[config.mk]
export PLATFORM = sky130hd
export DESIGN_NAME = div_share_ctrl
export DESIGN_NICKNAME = d
export VERILOG_FILES = /design/src/rtl/div_ctrl_pkg.sv /design/src/rtl/Divider32bit.sv /design/src/rtl/div_rr_arbiter.sv /design/src/rtl/div_share_ctrl.sv
export SDC_FILE = /design/constraint.sdc
export NUM_CORES = 2
export LEC_CHECK = 0
export CORE_UTILIZATION = 53
export CTS_CLUSTER_SIZE = 30
export DETAILED_ROUTE_END_ITERATION = 6
export PLACE_DENSITY = 0.75
export SLEW_MARGIN = 5
export SYNTH_ARGS = -nofsm -noshare
export SYNTH_HDL_FRONTEND = slang
export SYNTH_SLANG_ARGS = --single-unit
[constraint.sdc]
create_clock -name clk -period 85.2 [get_ports clk]
set_clock_uncertainty 0.1 [all_clocks]
set_input_delay 8.52 -clock clk [delete_from_list [all_inputs] [get_ports clk]]
set_output_delay 8.52 -clock clk [all_outputs]
set_load 0.05 [all_outputs]
[src/rtl/div_ctrl_pkg.sv]
// div_ctrl_pkg
// Shared types and constants for the shared-divider controller.
//   state_t   : controller FSM states (IDLE / BUSY / RESP)
//   DW        : datapath width of the divider
//   MOST_NEG  : most negative two's complement value (overflow screen)
//   MINUS_ONE : all-ones divisor (overflow screen)
package div_ctrl_pkg;

    typedef enum logic [1:0] {
        IDLE = 2'd0,
        BUSY = 2'd1,
        RESP = 2'd2
    } state_t;

    localparam int          DW        = 32;
    localparam logic [31:0] MOST_NEG  = 32'h8000_0000;
    localparam logic [31:0] MINUS_ONE = 32'hFFFF_FFFF;

endpackage

[src/rtl/Divider32bit.sv]
// Divider32bit
// Combinational 32-bit signed divider. Quotient truncates toward zero,
// remainder takes the sign of the dividend.
//   a   : signed dividend
//   b   : signed divisor
//   y   : {remainder, quotient}
//   err : divide-by-zero or signed overflow
module Divider32bit (
    input  logic [31:0] a,
    input  logic [31:0] b,
    output logic [63:0] y,
    output logic        err
);

    always_comb begin
        y   = '0;
        err = 1'b0;
        if (b == 32'd0) begin
            err = 1'b1;
        end else if (a == 32'h8000_0000 && b == 32'hFFFF_FFFF) begin
            err       = 1'b1;
            y[31:0]   = 32'h8000_0000;
        end else begin
            y[31:0]   = $signed(a) / $signed(b);
            y[63:32]  = $signed(a) % $signed(b);
        end
    end

endmodule

[src/rtl/div_rr_arbiter.sv]
// div_rr_arbiter
// Round-robin arbiter: grants the first asserted request at or above the
// pointer rr, wrapping to index 0.
//   req : request vector
//   rr  : round-robin pointer (highest-priority index)
//   en  : grant enable; no grant when low
//   gnt : one-hot grant
//   idx : encoded index of the granted request
module div_rr_arbiter #(
    parameter int NREQ = 2,
    parameter int IDW  = $clog2(NREQ)
) (
    input  logic [NREQ-1:0] req,
    input  logic [IDW-1:0]  rr,
    input  logic            en,
    output logic [NREQ-1:0] gnt,
    output logic [IDW-1:0]  idx
);

    logic found;

    always_comb begin
        gnt   = '0;
        idx   = '0;
        found = 1'b0;
        // First pass: indices from rr upward.
        for (int k = 0; k < NREQ; k++) begin
            if (!found && en && req[k] && k >= int'(rr)) begin
                gnt[k] = 1'b1;
                idx    = IDW'(k);
                found  = 1'b1;
            end
        end
        // Second pass: wrap around to indices below rr.
        for (int k = 0; k < NREQ; k++) begin
            if (!found && en && req[k] && k < int'(rr)) begin
                gnt[k] = 1'b1;
                idx    = IDW'(k);
                found  = 1'b1;
            end
        end
    end

endmodule

[src/rtl/div_share_ctrl.sv]
// div_share_ctrl
// Shares one combinational signed divider among NREQ requesters. Grants
// round-robin, holds operands for LAT settle cycles, screens divide-by-zero
// and overflow up front, and returns an ID-tagged response.
//   clk, reset                : clock, async active-high reset
//   req_valid / req_ready     : per-requester handshake (req_ready combinational)
//   req_dividend / req_divisor: packed operands, requester i at [32i+31:32i]
//   rsp_valid / rsp_ready     : response handshake
//   rsp_id, rsp_quotient, rsp_remainder, rsp_error : registered response
//
// state | meaning
// IDLE  | arbitrate and accept one request
// BUSY  | operands held on the divider for LAT cycles
// RESP  | response presented until rsp_ready
module div_share_ctrl
    import div_ctrl_pkg::*;
#(
    parameter int NREQ = 2,
    parameter int LAT  = 2
) (
    input  logic                     clk,
    input  logic                     reset,
    input  logic [NREQ-1:0]          req_valid,
    output logic [NREQ-1:0]          req_ready,
    input  logic [NREQ*DW-1:0]       req_dividend,
    input  logic [NREQ*DW-1:0]       req_divisor,
    output logic                     rsp_valid,
    input  logic                     rsp_ready,
    output logic [$clog2(NREQ)-1:0]  rsp_id,
    output logic [DW-1:0]            rsp_quotient,
    output logic [DW-1:0]            rsp_remainder,
    output logic                     rsp_error
);

    localparam int IDW = $clog2(NREQ);
    localparam int CW  = (LAT > 1) ? $clog2(LAT) : 1;

    state_t          state;
    logic [IDW-1:0]  rr;
    logic [IDW-1:0]  op_id;
    logic [CW-1:0]   cnt;
    logic [DW-1:0]   op_a;
    logic [DW-1:0]   op_b;
    logic [NREQ-1:0] gnt;
    logic [IDW-1:0]  gnt_idx;
    logic [DW-1:0]   sel_a;
    logic [DW-1:0]   sel_b;
    logic [2*DW-1:0] div_y;
    logic            div_error_unused;
    logic            accept;

    // Reset also gates the grant so req_ready reads zero while reset is held.
    div_rr_arbiter #(.NREQ(NREQ)) u_arb (
        .req (req_valid),
        .rr  (rr),
        .en  (state == IDLE && !reset),
        .gnt (gnt),
        .idx (gnt_idx)
    );

    assign req_ready = gnt;
    assign accept    = |gnt;
    assign sel_a     = req_dividend[gnt_idx*DW +: DW];
    assign sel_b     = req_divisor[gnt_idx*DW +: DW];

    // The divider's own error flag is not needed: screening happens at accept.
    Divider32bit u_div (
        .a   (op_a),
        .b   (op_b),
        .y   (div_y),
        .err (div_error_unused)
    );

    always_ff @(posedge clk or posedge reset) begin
        if (reset) begin
            state         <= IDLE;
            rr            <= '0;
            op_id         <= '0;
            cnt           <= '0;
            op_a          <= '0;
            op_b          <= '0;
            rsp_valid     <= 1'b0;
            rsp_id        <= '0;
            rsp_quotient  <= '0;
            rsp_remainder <= '0;
            rsp_error     <= 1'b0;
        end else begin
            case (state)
                IDLE: begin
                    if (accept) begin
                        op_a  <= sel_a;
                        op_b  <= sel_b;
                        op_id <= gnt_idx;
                        cnt   <= '0;
                        rr    <= (gnt_idx == IDW'(NREQ-1)) ? '0 : gnt_idx + 1'b1;
                        if (sel_b == '0) begin
                            rsp_id        <= gnt_idx;
                            rsp_quotient  <= '0;
                            rsp_remainder <= '0;
                            rsp_error     <= 1'b1;
                            state         <= RESP;
                        end else if (sel_a == MOST_NEG && sel_b == MINUS_ONE) begin
                            rsp_id        <= gnt_idx;
                            rsp_quotient  <= MOST_NEG;
                            rsp_remainder <= '0;
                            rsp_error     <= 1'b1;
                            state         <= RESP;
                        end else begin
                            state <= BUSY;
                        end
                    end
                end
                BUSY: begin
                    if (cnt == CW'(LAT-1)) begin
                        rsp_id        <= op_id;
                        rsp_quotient  <= div_y[DW-1:0];
                        rsp_remainder <= div_y[2*DW-1:DW];
                        rsp_error     <= 1'b0;
                        rsp_valid     <= 1'b1;
                        state         <= RESP;
                    end else begin
                        cnt <= cnt + 1'b1;
                    end
                end
                RESP: begin
                    // Screened results arrive with rsp_valid low; raise it one
                    // cycle later so they appear one cycle after accept.
                    if (!rsp_valid) begin
                        rsp_valid <= 1'b1;
                    end else if (rsp_ready) begin
                        rsp_valid <= 1'b0;
                        state     <= IDLE;
                    end
                end
                default: state <= IDLE;
            endcase
        end
    end

endmodule

# Word-level counts from Yosys, hierarchy flattened

Cells that the tools add are included.

Flip-flop bits (word level): 136
Bits in latches: 0
Bits in writable memories: 0
Memory bits (read-only): 0
Output and inout port bits: 69
Logic and storage cells: 97
Memories kept: 0

$add $sub $neg: 2
$mul: 0
Div/mod/pow operators: 2
$lt $le $gt $ge: 2
Equal/unequal tests: 11
Shifts and indexed selects: 2
Muxes and demuxes: 43
Bitwise gates (word level): 0
Reduce and logical (&&, ||, !) cells: 24

Operators with widths:

| operator               | number |
|---|---|
| $mux W32               | 10 |
| $eq A32 B32 Y1 const B | 4 |
| $pmux W32 S2           | 2 |
| $shiftx A64 B7 Y32     | 2 |
| $logic_not A32 Y1      | 2 |
| $mux W64               | 1 |
| $div A32 B32 Y32       | 1 |
| $mod A32 B32 Y32       | 1 |
| $mux W1                | 19 |
| $mux W2                | 6 |
| $logic_and A1 B1 Y1    | 10 |
| $ne A2 B2 Y1 const B   | 4 |
| $pmux W1 S2            | 4 |
| $reduce_and A4 Y1      | 2 |
| $pmux W2 S3            | 1 |
| $reduce_and A2 Y1      | 3 |
| $reduce_bool A2 Y1     | 2 |
| $logic_not A1 Y1       | 3 |
| $ne A3 B1 Y1 const B   | 1 |
| $add A1 B1 Y1 const B  | 2 |
| $eq A2 B1 Y1 const B   | 1 |
| $eq A2 B2 Y1 const B   | 1 |
| $logic_not A2 Y1       | 1 |
| $reduce_or A2 Y1       | 1 |
| 2 further kinds        | 2 |

# Logic depth before layout (Yosys ltp)

Depth after elaboration: 21
Mapped depth: 387
Gate-level depth less buffers: 359

# Cells and area by module

From an unflattened synthesis, not the netlist that was laid out.

Cells, all modules: 6432
Area, all modules: 43690.7 sq um

Modules (own cells, without submodules):

| module         | instances | cells each | area each (sq um) |
|---|---|---|---|
| Divider32bit   | 1         | 5741       | 37290.8 |
| div_share_ctrl | 1         | 685        | 6373.6 |
| div_rr_arbiter | 1         | 6          | 26.3 |

# Worst setup path after synthesis

No wires, ideal clock.

Path kind: register -> register
Start point: reg op_b[0]
End point: reg rsp_remainder[28]
Library setup time: 0.129 ns
Arrival time: 79.158 ns
Data required time: 84.971 ns
Slack: 5.813 ns
Stages on the path, launching flop included: 350
Buffers on the path: 59
Cell sequence: dfrtp_1 > inv_1 > ha_1 > or4b_1 > buf_4 > o31ai_1 > xor2_1 > nand4_1 > nor4_1 > nand4_1 > nor3_1 > mux2i_1 > ha_1 > o21ai_0 > nor2b_1 > nor2_1 > and3_1 > nand3_1 > (+314 left out) > a41oi_1 > a211o_1 > o21ai_1 > clkbuf_1 > clkbuf_1 > clkbuf_1 > clkbuf_1 > nand2_1 > o21ai_0 > ha_1 > and2_1 > nand2b_1 > or3_1 > or3_1 > nand4b_1 > o21ai_1 > xor2_1 > o21ai_1

Cells in the longest elaborated chain, start to end: 6

RTL lines:

| element                                                  | RTL line              | source |
|---|---|---|
| start, declared                                          | div_share_ctrl.sv:43  | `logic [DW-1:0] op_b;` |
| start signal, assigned                                   | div_share_ctrl.sv:92  | `op_b <= sel_b;` |
| branches (longest 3 deep; another with $mod A32 B32 Y32) | n/a                   |  |
| $mux W64 *                                               | Divider32bit.sv:18    | `if (b == 32'd0) begin` |
| $mux W32 *                                               | div_share_ctrl.sv:114 | `if (cnt == CW'(LAT-1)) begin` |
| $pmux W32 S2 *                                           | div_share_ctrl.sv:88  | `case (state)` |
| end signal, assigned                                     | div_share_ctrl.sv:117 | `rsp_remainder <= div_y[2*DW-1:DW];` |
| end, declared                                            | div_share_ctrl.sv:31  | `output logic [DW-1:0] rsp_remainder,` |

Every way passes the cells marked *. The select of a mux whose other input is x is not followed.
A chain may end at the register's enable or synchronous reset.

# Worst setup path after layout

Same ends and word-level chain as after synthesis.

==> metrics.cfg <==
[status]
outcome=finished, violations left
violations=design-rule violations, max-capacitance violations, max-slew violations

[clock_network]
insertion_delay_ps=510
tritoncts=built
hold_buffers=0
clockBufferDepth=2
cts_buffers=17
cts.htree.levels=4
clockRootBuffer=clkbuf_16
path_clk_slew_ps=80
cts.sinks=136

[layout]
n_fill_cell=6957
final_common_cell=buf_4
finalNetCount=7697
layout-drive-gt1-share_pct=17.9
most-common-layout-cells=buf_4 (944), nand2_1 (737), nor2_1 (684)
area_growth_pct=26.4
fin_util_pct=67.8

[yosys]
ys_ff_latch=136
syn-cell-area_mm2=0.0415
yosysSeqAreaShare_pct=8.19
ys.flop_type=dfrtp_1
synth_warnings=0
synth_cells=6093
avgSynthCellArea_um2=6.82
synth_edf_count=0
synthArstFlopShare_pct=100
synth_nets=6761
netlist-cell-type-count=115

[setup_path]
path_class=reg2reg
crit_path_end_kind=flip-flop
crit_top_cell=ha_1
cp.required_ps=85460
critPathTopFamily=compound AO/OA/AOI/OAI gates
worst_path_max_delay_cell=nor4b_1
slowest_delay_ps=1310
arrival_ps=82860
cp.buffers_inverters=35
start_kind=flip-flop
cp_max_fo=26

[global_routing]
grt_overflow=0
grt_start_max_net_pins=111
grt_pass1_vias=51700
antenna_found_initial=24
track_usage_pct=54.6
grt_first_pass_wirelength_um=324000

[timing]
final_hold_viol_count=0
hold_slack_ps=379
slew_headroom_pct=-11.7
final.setup.tns_ps=0
post-route-period-util_pct=97.0
finalWorstSetupSlack_ps=2600
fmax_ghz=0.0121
tightest_slew_ps=1650
min_period_ps=82600
setup_viol=0
final_max_slew_viol_count=3

[routing]
vias=56200
drt_iter0_drc=7932
viasPerCell=6.94
detail_route.wl_per_cell_um=27.8
ant_nets=0
routed_wirelength_um=225000
drc=30
drt_pre_antenna_iters=7

[floorplan]
die_x_um=282
rows=102
initial_core_util_pct=53.6
coreArea_mm2=0.0775
die_y_um=282
dieArea_mm2=0.0795
io_pins=202

[placement]
hpwl_um=178000
numPortBuffers=201
pre_cts_ws_ps=-972
place_congestion=1.19

[min_path]
min_path_type=reg2reg

[run]
max_cap_viol_count=2

[cell usage after synthesis (85+ instances only)]
cell type | count | share of area (%)
o21ai_0 | 381 | 4.6
a21o_1 | 166 | 3.0
nand3_1 | 180 | 2.2
nor3_1 | 171 | 2.1
xnor2_1 | 315 | 6.6
inv_1 | 191 | 1.7
ha_1 | 534 | 16
xor2_1 | 182 | 3.8
dfrtp_1 | 136 | 8.2
nand4_1 | 102 | 1.5
nand2_1 | 740 | 6.7
nor2_1 | 697 | 6.3
a31oi_1 | 164 | 2.5
nor4_1 | 85 | 1.3
clkbuf_1 | 178 | 1.6
a21oi_1 | 507 | 6.1
o21a_1 | 113 | 2.0
[registers in the layout, indices dropped and copies added, names as in the netlist]
signal / count
rsp_remainder: 32
op_a: 32
rsp_valid: 1
rr: 1
cnt: 1
rsp_id: 1
rsp_error: 1
state: 2
rsp_quotient: 32
op_b: 32
op_id: 1
[kinds of logic (layout without fill, tap and decap cells)]
family	after synthesis	after routing	synth area share, %
muxes	67	67	1.71
and+or+nand+nor	2453	2454	28.2
buffers and inverters	438	1386	4.21
xor gates and xnor gates	497	497	10.5
AOI/OAI and AO/OA	1967	1967	31.1
adders and majority gates	535	535	16.1
DFF	136	136	8.19
other	0	17	0
[worst paths after layout]
path	from	slack, ps	endpoint	cells past startpoint
hold reg to reg	rsp_quotient[21]	380	rsp_quotient[21]	2
setup / recovery	op_b[0]	2600	rsp_remainder[28]	340
setup reg to reg	op_b[0]	2600	rsp_remainder[28]	340
hold / removal	rsp_quotient[21]	380	rsp_quotient[21]	2
min in group asynchronous	reset	8490	rsp_remainder[12]	2
max in group asynchronous	reset	75110	rsp_quotient[19]	3
[worst min-delay path, delay by kind of cell (launching register included)]
family             cells  cell delay [ps]
DFF                    1              340
AOI/OAI and AO/OA      1               60
and+or+nand+nor        1               40
[stage by stage]
step,cell area (µm²),std cells
after floorplan,41500,6093
after global placement,51300,8023
after detailed placement,51300,8023
after CTS,51900,8055
after global routing,52500,8091
final,52500,8099
[cell type report]
cell class | instances | area, µm² | area share [%]
Multi-Input combinational cell | 5520 | 37200 | 70.8
Timing Repair Buffer | 1157 | 9280 | 17.7
Sequential cell | 136 | 3400 | 6.48
Tap cell | 1040 | 1300 | 2.48
Inverter | 197 | 744 | 1.42
Clock buffer | 20 | 437 | 0.831
Clock inverter | 12 | 141 | 0.269
Antenna cell | 17 | 42.5 | 0.0810
[layer usage]
| layer | up-vias | routed length (µm) | GRT usage (%) |
|---|---|---|---|
| li1 | 24600 | - | - |
| met1 | 25800 | 81100 | 66.1 |
| met2 | 4507 | 87500 | 76.6 |
| met3 | 1310 | 34200 | 20.1 |
| met4 | 14 | 21900 | 44.7 |
| met5 | - | 95 | 0.122 |
[repair_timing]
item | in CTS | in global routing
setup endpoints to repair | 49 | 64
setup buffers | 0 | 24
pin swaps | 0 | 8
resized for setup | 8 | 89
cloned | 0 | 2
Power is left out: the tool's default activity adds up to more than one toggle a clock period on the data nets, which glitch-free logic cannot reach.
